**src/rtl/uart_rx_fifo.sv**
```systemverilog
// uart_rx_fifo: 16x-oversampled UART receiver feeding a first-word-fall-through byte FIFO.
// Optional feature macro: UART_RX_PARITY_EN (8E1 framing with an even-parity check).
// Without the macro the receiver is plain 8N1 and no parity logic exists.
`timescale 1ns/1ps
module uart_rx_fifo #(
    parameter int DVSR    = 326,
    parameter int DBIT    = 8,
    parameter int SB_TICK = 16,
    parameter int ADDR_W  = 4
) (
    input  logic            iClk,
    input  logic            iRst,
    input  logic            rx,
    input  logic            rd_uart,
    output logic [DBIT-1:0] oData,
    output logic            oRxEmpty,
    output logic            oRxFull,
    output logic            oRxDoneTick,
    output logic            oFrameErr,
    output logic            oOverrun
);
    localparam int CW    = (DVSR > 1) ? $clog2(DVSR) : 1;
    localparam int NW    = (DBIT > 1) ? $clog2(DBIT) : 1;
    localparam int PW    = ADDR_W + 1;
    localparam int DEPTH = 2 ** ADDR_W;
    localparam logic [CW-1:0] TICK_LAST = CW'(DVSR - 1);
    localparam logic [NW-1:0] BIT_LAST  = NW'(DBIT - 1);
    localparam logic [3:0]    SB_LAST   = 4'(SB_TICK - 1);

`ifdef UART_RX_PARITY_EN
    typedef enum logic [2:0] {ST_IDLE, ST_START, ST_DATA, ST_PARITY, ST_STOP} state_t;
`else
    typedef enum logic [1:0] {ST_IDLE, ST_START, ST_DATA, ST_STOP} state_t;
`endif

    logic            r_rx_meta, r_rx_sync;
    logic [CW-1:0]   r_tick_cnt;
    logic            w_s_tick;
    state_t          r_state, state_next;
    logic [3:0]      r_s, s_next;
    logic [NW-1:0]   r_n, n_next;
    logic [DBIT-1:0] r_b, b_next;
`ifdef UART_RX_PARITY_EN
    logic            r_par_err, par_next;
`endif
    logic            w_push, w_ferr;
    logic [PW-1:0]   r_wr_ptr, r_rd_ptr;
    logic            w_empty, w_full, w_wr, w_rd, w_ovr;
    logic            r_done, r_ferr, r_overrun;
    logic [DBIT-1:0] w_mem [DEPTH];

    // Two-flop synchronizer for the asynchronous serial line; idles high.
    always_ff @(posedge iClk or negedge iRst) begin
        if (!iRst) begin
            r_rx_meta <= 1'b1;
            r_rx_sync <= 1'b1;
        end else begin
            r_rx_meta <= rx;
            r_rx_sync <= r_rx_meta;
        end
    end

    // Free-running oversample tick divider.
    always_ff @(posedge iClk or negedge iRst) begin
        if (!iRst)                    r_tick_cnt <= '0;
        else if (r_tick_cnt == TICK_LAST) r_tick_cnt <= '0;
        else                          r_tick_cnt <= r_tick_cnt + CW'(1);
    end
    assign w_s_tick = (r_tick_cnt == TICK_LAST);

    // Receiver state register.
    always_ff @(posedge iClk or negedge iRst) begin
        if (!iRst) begin
            r_state <= ST_IDLE;
            r_s     <= '0;
            r_n     <= '0;
            r_b     <= '0;
`ifdef UART_RX_PARITY_EN
            r_par_err <= 1'b0;
`endif
        end else begin
            r_state <= state_next;
            r_s     <= s_next;
            r_n     <= n_next;
            r_b     <= b_next;
`ifdef UART_RX_PARITY_EN
            r_par_err <= par_next;
`endif
        end
    end

    // Receiver next-state logic: start-bit qualification, bit sampling at mid-bit, stop check.
    always_comb begin
        state_next = r_state;
        s_next     = r_s;
        n_next     = r_n;
        b_next     = r_b;
        w_push     = 1'b0;
        w_ferr     = 1'b0;
`ifdef UART_RX_PARITY_EN
        par_next   = r_par_err;
`endif
        case (r_state)
            ST_IDLE: begin
                if (!r_rx_sync) begin
                    state_next = ST_START;
                    s_next     = 4'd0;
                end
            end
            ST_START: begin
                if (w_s_tick) begin
                    if (r_s == 4'd7) begin
                        if (!r_rx_sync) begin
                            state_next = ST_DATA;
                            s_next     = 4'd0;
                            n_next     = '0;
`ifdef UART_RX_PARITY_EN
                            par_next   = 1'b0;
`endif
                        end else begin
                            state_next = ST_IDLE;   // short low pulse: not a start bit
                        end
                    end else begin
                        s_next = r_s + 4'd1;
                    end
                end
            end
            ST_DATA: begin
                if (w_s_tick) begin
                    if (r_s == 4'd15) begin
                        b_next = {r_rx_sync, r_b[DBIT-1:1]};
                        s_next = 4'd0;
                        if (r_n == BIT_LAST) begin
`ifdef UART_RX_PARITY_EN
                            state_next = ST_PARITY;
`else
                            state_next = ST_STOP;
`endif
                        end else begin
                            n_next = r_n + NW'(1);
                        end
                    end else begin
                        s_next = r_s + 4'd1;
                    end
                end
            end
`ifdef UART_RX_PARITY_EN
            ST_PARITY: begin
                if (w_s_tick) begin
                    if (r_s == 4'd15) begin
                        par_next   = (r_rx_sync != (^r_b));
                        s_next     = 4'd0;
                        state_next = ST_STOP;
                    end else begin
                        s_next = r_s + 4'd1;
                    end
                end
            end
`endif
            ST_STOP: begin
                if (w_s_tick) begin
                    if (r_s == SB_LAST) begin
`ifdef UART_RX_PARITY_EN
                        if (r_rx_sync && !r_par_err) w_push = 1'b1;
                        else                         w_ferr = 1'b1;
`else
                        if (r_rx_sync) w_push = 1'b1;
                        else           w_ferr = 1'b1;
`endif
                        state_next = ST_IDLE;
                    end else begin
                        s_next = r_s + 4'd1;
                    end
                end
            end
            default: state_next = ST_IDLE;
        endcase
    end

    // FIFO control: a pop frees a slot in the same cycle, so push+pop while full both proceed.
    assign w_empty = (r_wr_ptr == r_rd_ptr);
    assign w_full  = (r_wr_ptr[ADDR_W] != r_rd_ptr[ADDR_W]) &&
                     (r_wr_ptr[ADDR_W-1:0] == r_rd_ptr[ADDR_W-1:0]);
    assign w_rd    = rd_uart && !w_empty;
    assign w_wr    = w_push && (!w_full || w_rd);
    assign w_ovr   = w_push && w_full && !w_rd;

    // FIFO pointers with an extra wrap bit.
    always_ff @(posedge iClk or negedge iRst) begin
        if (!iRst) begin
            r_wr_ptr <= '0;
            r_rd_ptr <= '0;
        end else begin
            if (w_wr) r_wr_ptr <= r_wr_ptr + PW'(1);
            if (w_rd) r_rd_ptr <= r_rd_ptr + PW'(1);
        end
    end

    // Byte storage: one resettable register per entry so the head reads out combinationally.
    generate
        for (genvar gi = 0; gi < DEPTH; gi++) begin : g_mem
            logic [DBIT-1:0] r_entry;
            // Capture the received byte when this entry is the write target.
            always_ff @(posedge iClk or negedge iRst) begin
                if (!iRst)
                    r_entry <= '0;
                else if (w_wr && (r_wr_ptr[ADDR_W-1:0] == ADDR_W'(gi)))
                    r_entry <= r_b;
            end
            assign w_mem[gi] = r_entry;
        end
    endgenerate

    // Registered status pulses and the sticky overrun flag.
    always_ff @(posedge iClk or negedge iRst) begin
        if (!iRst) begin
            r_done    <= 1'b0;
            r_ferr    <= 1'b0;
            r_overrun <= 1'b0;
        end else begin
            r_done    <= w_wr;
            r_ferr    <= w_ferr;
            r_overrun <= r_overrun | w_ovr;
        end
    end

    assign oData       = w_mem[r_rd_ptr[ADDR_W-1:0]];
    assign oRxEmpty    = w_empty;
    assign oRxFull     = w_full;
    assign oRxDoneTick = r_done;
    assign oFrameErr   = r_ferr;
    assign oOverrun    = r_overrun;

endmodule
```
**config.mk**
```make
export PLATFORM = sky130hd
export DESIGN_NAME = uart_rx_fifo
export DESIGN_NICKNAME = d
export VERILOG_FILES = /design/src/rtl/uart_rx_fifo.sv
export SDC_FILE = /design/constraint.sdc
export NUM_CORES = 1
export LEC_CHECK = 0
export BUFFER_PORTS_ARGS = -buffer_cell sky130_fd_sc_hd__clkbuf_2
export CAP_MARGIN = 20
export CORE_MARGIN = 2
export CORE_UTILIZATION = 42
export CTS_BUF_LIST = sky130_fd_sc_hd__clkbuf_16
export DETAILED_ROUTE_END_ITERATION = 8
export GPL_TIMING_DRIVEN = 0
export PLACE_DENSITY = 0.65
export SYNTH_ARGS = -nofsm -noshare
export SYNTH_HDL_FRONTEND = slang
export SYNTH_SLANG_ARGS = --single-unit
```
**constraint.sdc**
```tcl
create_clock -name iClk -period 6.89 [get_ports iClk]
set_input_delay 1.0335 -clock iClk [delete_from_list [all_inputs] [get_ports iClk]]
set_output_delay 1.0335 -clock iClk [all_outputs]
set_load 0.005 [all_outputs]
```
==> impl_table.tex <==
\begin{tabular}{lr}
\hline
Metric & Value \\
\hline
\multicolumn{2}{l}{\textbf{Critical path}} \\
Type of origin of the critical path & flip-flop \\
Startpoint-to-endpoint class of the critical path & flip-flop to primary output \\
Crit-path max FO & 10 \\
Count of buffering cells on the critical path with inverters included & 3 \\
Worst-case register-to-register setup slack & 3.91 ns \\
Worst path cell trace & buf\_2 -> clkbuf\_1 -> mux4\_2 -> mux4\_2 -> clkbuf\_2 \\
CP endpoint kind & primary output \\
Arrival @ worst endpoint & 2.80 ns \\
Highest-delay cell along the critical path & clkbuf\_1 \\
Top Family by Delay on Critical Path & buffers and inverters \\
Worst r2r dst & g\_mem[7].r\_entry[4] \\
Required time of the critical path & 5.86 ns \\
Critical Path Max Stage Delay & 0.67 ns \\
End of the critical path & oData[7] \\
Most prevalent standard cell on the critical path & mux4\_2 \\
Critical path launch point & r\_rd\_ptr[1] \\
Levels on crit path & 5 \\
R2r startpoint & r\_tick\_cnt[1] \\
Worst reg-to-reg path cell count & 8 \\
\multicolumn{2}{l}{\textbf{Drt}} \\
Detailed-route wire length per cell & 20.94 um \\
DRC errors left & 0 \\
Iteration-0 DRC Markers & 260 \\
Post-detailed-routing wire length & 17.21 mm \\
Count of TritonRoute iterations in the first routing pass & 4 \\
Number of nets still failing antenna checks after routing & 0 \\
Vias after detailed routing & 4671 \\
Number of vias per cell & 5.682 \\
\multicolumn{2}{l}{\textbf{STA}} \\
Top achievable clock speed & 261.0 MHz \\
Final period util & 0.5561 \\
Pins over their slew limit & 0 \\
Count of final setup violators & 0 \\
Sum of negative setup slack & 0 ns \\
RSZ-0062 raised after global routing & no \\
Worst Skew & 0.007930 ns \\
Slew @ Worst Pin & 1.090 ns \\
Min Tclk post-route & 3.832 ns \\
Max-slew headroom at the worst pin & 0.2722 \\
Final Hold Fails & 0 \\
\multicolumn{2}{l}{\textbf{Clocking}} \\
Clock Latency Late Sink & 0.43 ns \\
Depth of the CTS H-tree & 4 \\
Clock Pin Slew Worst Setup and Hold Paths & 0.06 ns \\
Buffer cell driving the clock tree root & clkbuf\_16 \\
Maximum count of clock buffers along a single path & 2 \\
Clock net sink count & 169 \\
Number of setup buffers added after CTS & 0 \\
CTS buffer count & 17 \\
Clock tree from TritonCTS & done \\
Resized Gates After CTS & 0 \\
Number of hold-repair buffers added at the cts stage & 0 \\
\multicolumn{2}{l}{\textbf{Placement}} \\
Count of input and output buffers & 16 \\
Global placer's final weighted congestion & 0.8168 \\
DPL Wire Length & 11.28 mm \\
\multicolumn{2}{l}{\textbf{Final layout}} \\
Final Util & 0.4813 \\
Total number of nets in the final design & 589 \\
Antenna Diode Count & 0 \\
Layout Area Growth over Synthesis & 12.74\% \\
Layout cells sized above 1 & 0.4490 \\
\multicolumn{2}{l}{\textbf{Power and ir drop}} \\
Leakage dissipation & 0.004089 uW \\
Worst IR Drop VDD & 0.0002070 V \\
Power density over the cells & 257.7 nW/um\^{}2 \\
\multicolumn{2}{l}{\textbf{Floorplanning}} \\
Core footprint & 18710 um\^{}2 \\
DIE HEIGHT & 141.9 um \\
Starting Density & 0.4270 \\
Area enclosed by the die boundary & 20130 um\^{}2 \\
Io pins & 17 \\
Total number of placement rows & 50 \\
Die X-Extent & 141.9 um \\
\multicolumn{2}{l}{\textbf{Yosys}} \\
Number of register bits inferred by synthesis & 169 \\
Post-synthesis cell area & 7986 um\^{}2 \\
Area share of the leading cell type in the synthesized netlist & 0.5233 \\
Post-Synthesis Net Count & 549 \\
Number of unique standard cell types used by synthesis & 44 \\
Syn Inst Count & 535 \\
Warning count from the yosys run & 0 \\
Post-synthesis sequential area ratio & 0.5298 \\
Cell taking the most area after synthesis & dfrtp\_1 \\
Proportion of synthesized flip-flops having asynchronous set or reset & 1.000 \\
Primary FF master, synth & dfrtp\_1 \\
Cells taking the most area after synthesis & dfrtp\_1 (52\%), mux2\_2 (20\%), mux4\_2 (11\%), a211oi\_2 (2.3\%), xor2\_1 (1.6\%) \\
Post-synthesis area per instance & 14.93 um\^{}2 \\
Number of enable flip-flop cells after synthesis & 0 \\
\multicolumn{2}{l}{\textbf{Status}} \\
Result of the run & completed \\
\multicolumn{2}{l}{\textbf{GRT}} \\
Vias in the first global route & 4916 \\
Gr usage total & 0.1842 \\
Grt ovf & 0 \\
Wire length of the first global-routing pass & 27.83 mm \\
Maximum number of pins on one net before global-route repair & 89 \\
Number of antenna violations at the first check in global routing & 0 \\
\multicolumn{2}{l}{\textbf{Min path}} \\
Type of the worst min-delay path & flip-flop to flip-flop \\
\multicolumn{2}{l}{\textbf{Job}} \\
Max cap viols & 0 \\
\hline
\end{tabular}
## layer usage
metal / share of wire / GRT usage / vias to the layer above
met5: 0 / 0 / -
met4: 0.019 / 0.06474 / 0
met3: 0.040 / 0.03915 / 25
met2: 0.48 / 0.2941 / 81
met1: 0.46 / 0.2515 / 2493
li1: - / - / 2072
## worst reg2reg max path, stage by stage (launching register included)
cell	delay, ns
dfrtp_1	0.41
inv_1	0.07
ha_1	0.13
and4b_1	0.19
clkbuf_1	0.22
nand4_1	0.21
buf_2	0.28
a211oi_2	0.92
mux2_2	0.43
## cells in the final DEF, fill, tap and decap left out, types with 4 or more instances in the layout
cell type  synthesis  final
nand2_1           18     18
inv_1              7      9
buf_2             10     10
buf_1              9      9
buf_6              0      4
dfrtp_1          167    167
nand4_1            4      4
ha_1              10     10
nor2_1            16     16
clkbuf_1          11     11
clkbuf_16          0     17
xor2_1            15     15
nand3_1           14     14
nor2b_1            4      4
mux2_2           141    141
xnor2_1            5      5
a211oi_1           4      4
a22o_1             5      5
mux4_2            40     40
clkbuf_2           0     15
a21oi_1            5      5
a211oi_2          15     15
## synth_stat cells, types with 7 or more instances
library cell / count
nand2_1: 18
mux4_2: 40
a211oi_2: 15
ha_1: 10
nor2_1: 16
dfrtp_1: 167
buf_1: 9
inv_1: 7
buf_2: 10
nand3_1: 14
clkbuf_1: 11
mux2_2: 141
xor2_1: 15
## stage by stage
step           worst slack [ns]  area, um^2  hold WS, ns  instances  power, uW
6_report                  3.058        9004       0.3545        822       2320
5_1_grt                   2.966        9004       0.3635        822       2417
4_1_cts                   3.045        8959       0.3555        818       2355
3_5_place_dp              3.503        8396       0.3468        786       1439
3_3_place_gp              1.919        8359       0.3481        785       1426
2_1_floorplan             4.026        7986       0.3452        535       1312
## power breakdown
group | internal [uW] | leakage [uW] | switching, uW
clock network | 526 | 0.000274 | 384
registers | 1010 | 0.00231 | 9.46
logic | 141 | 0.00151 | 250
## state kept, by name, indices dropped and copies added, names as in the netlist, named ones only
name           cells
r_state            1
g_mem.r_entry    128
r_b                8
r_rx_meta          1
r_tick_cnt         9
r_rd_ptr           5
r_n                3
r_s                4
oFrameErr          1
r_rx_sync          1
oOverrun           1
r_wr_ptr           5
oRxDoneTick        1
## area by class of cell
type | count | area (um^2)
fillers | 1568 | 9702
flip-flops and latches | 169 | 4232
multi-input cells | 327 | 3588
clock buffers | 17 | 425.4
well taps | 234 | 292.8
repair buffers | 21 | 161.4
plain buffers | 32 | 140.1
clock inverters | 15 | 137.6
inverters | 7 | 26.28
## cell families after synthesis
family,share of synthesized area
multiplexers,0.3116
flip-flops,0.5298
AO/OA/AOI/OAI,0.04669
XOR/XNOR,0.02193
AND/OR/NAND/NOR,0.05342
adder cells (fa/ha/maj),0.01567
buffers and inverters,0.02084
## how the worst min path moves through the flow
| stage | start | to | slack, ns | cells past startpoint |
|---|---|---|---|---|
| finish | r_rx_meta | r_rx_sync | 0.35 | 0 |
| global route | r_rx_meta | r_rx_sync | 0.36 | 0 |
| CTS | r_rx_meta | r_rx_sync | 0.36 | 0 |
| detailed placement | r_rx_meta | r_rx_sync | 0.35 | 0 |
| global placement | r_rx_meta | r_rx_sync | 0.35 | 0 |
| floorplan | r_rx_meta | r_rx_sync | 0.35 | 0 |
No activity file was read; power rests on OpenSTA's default activity.
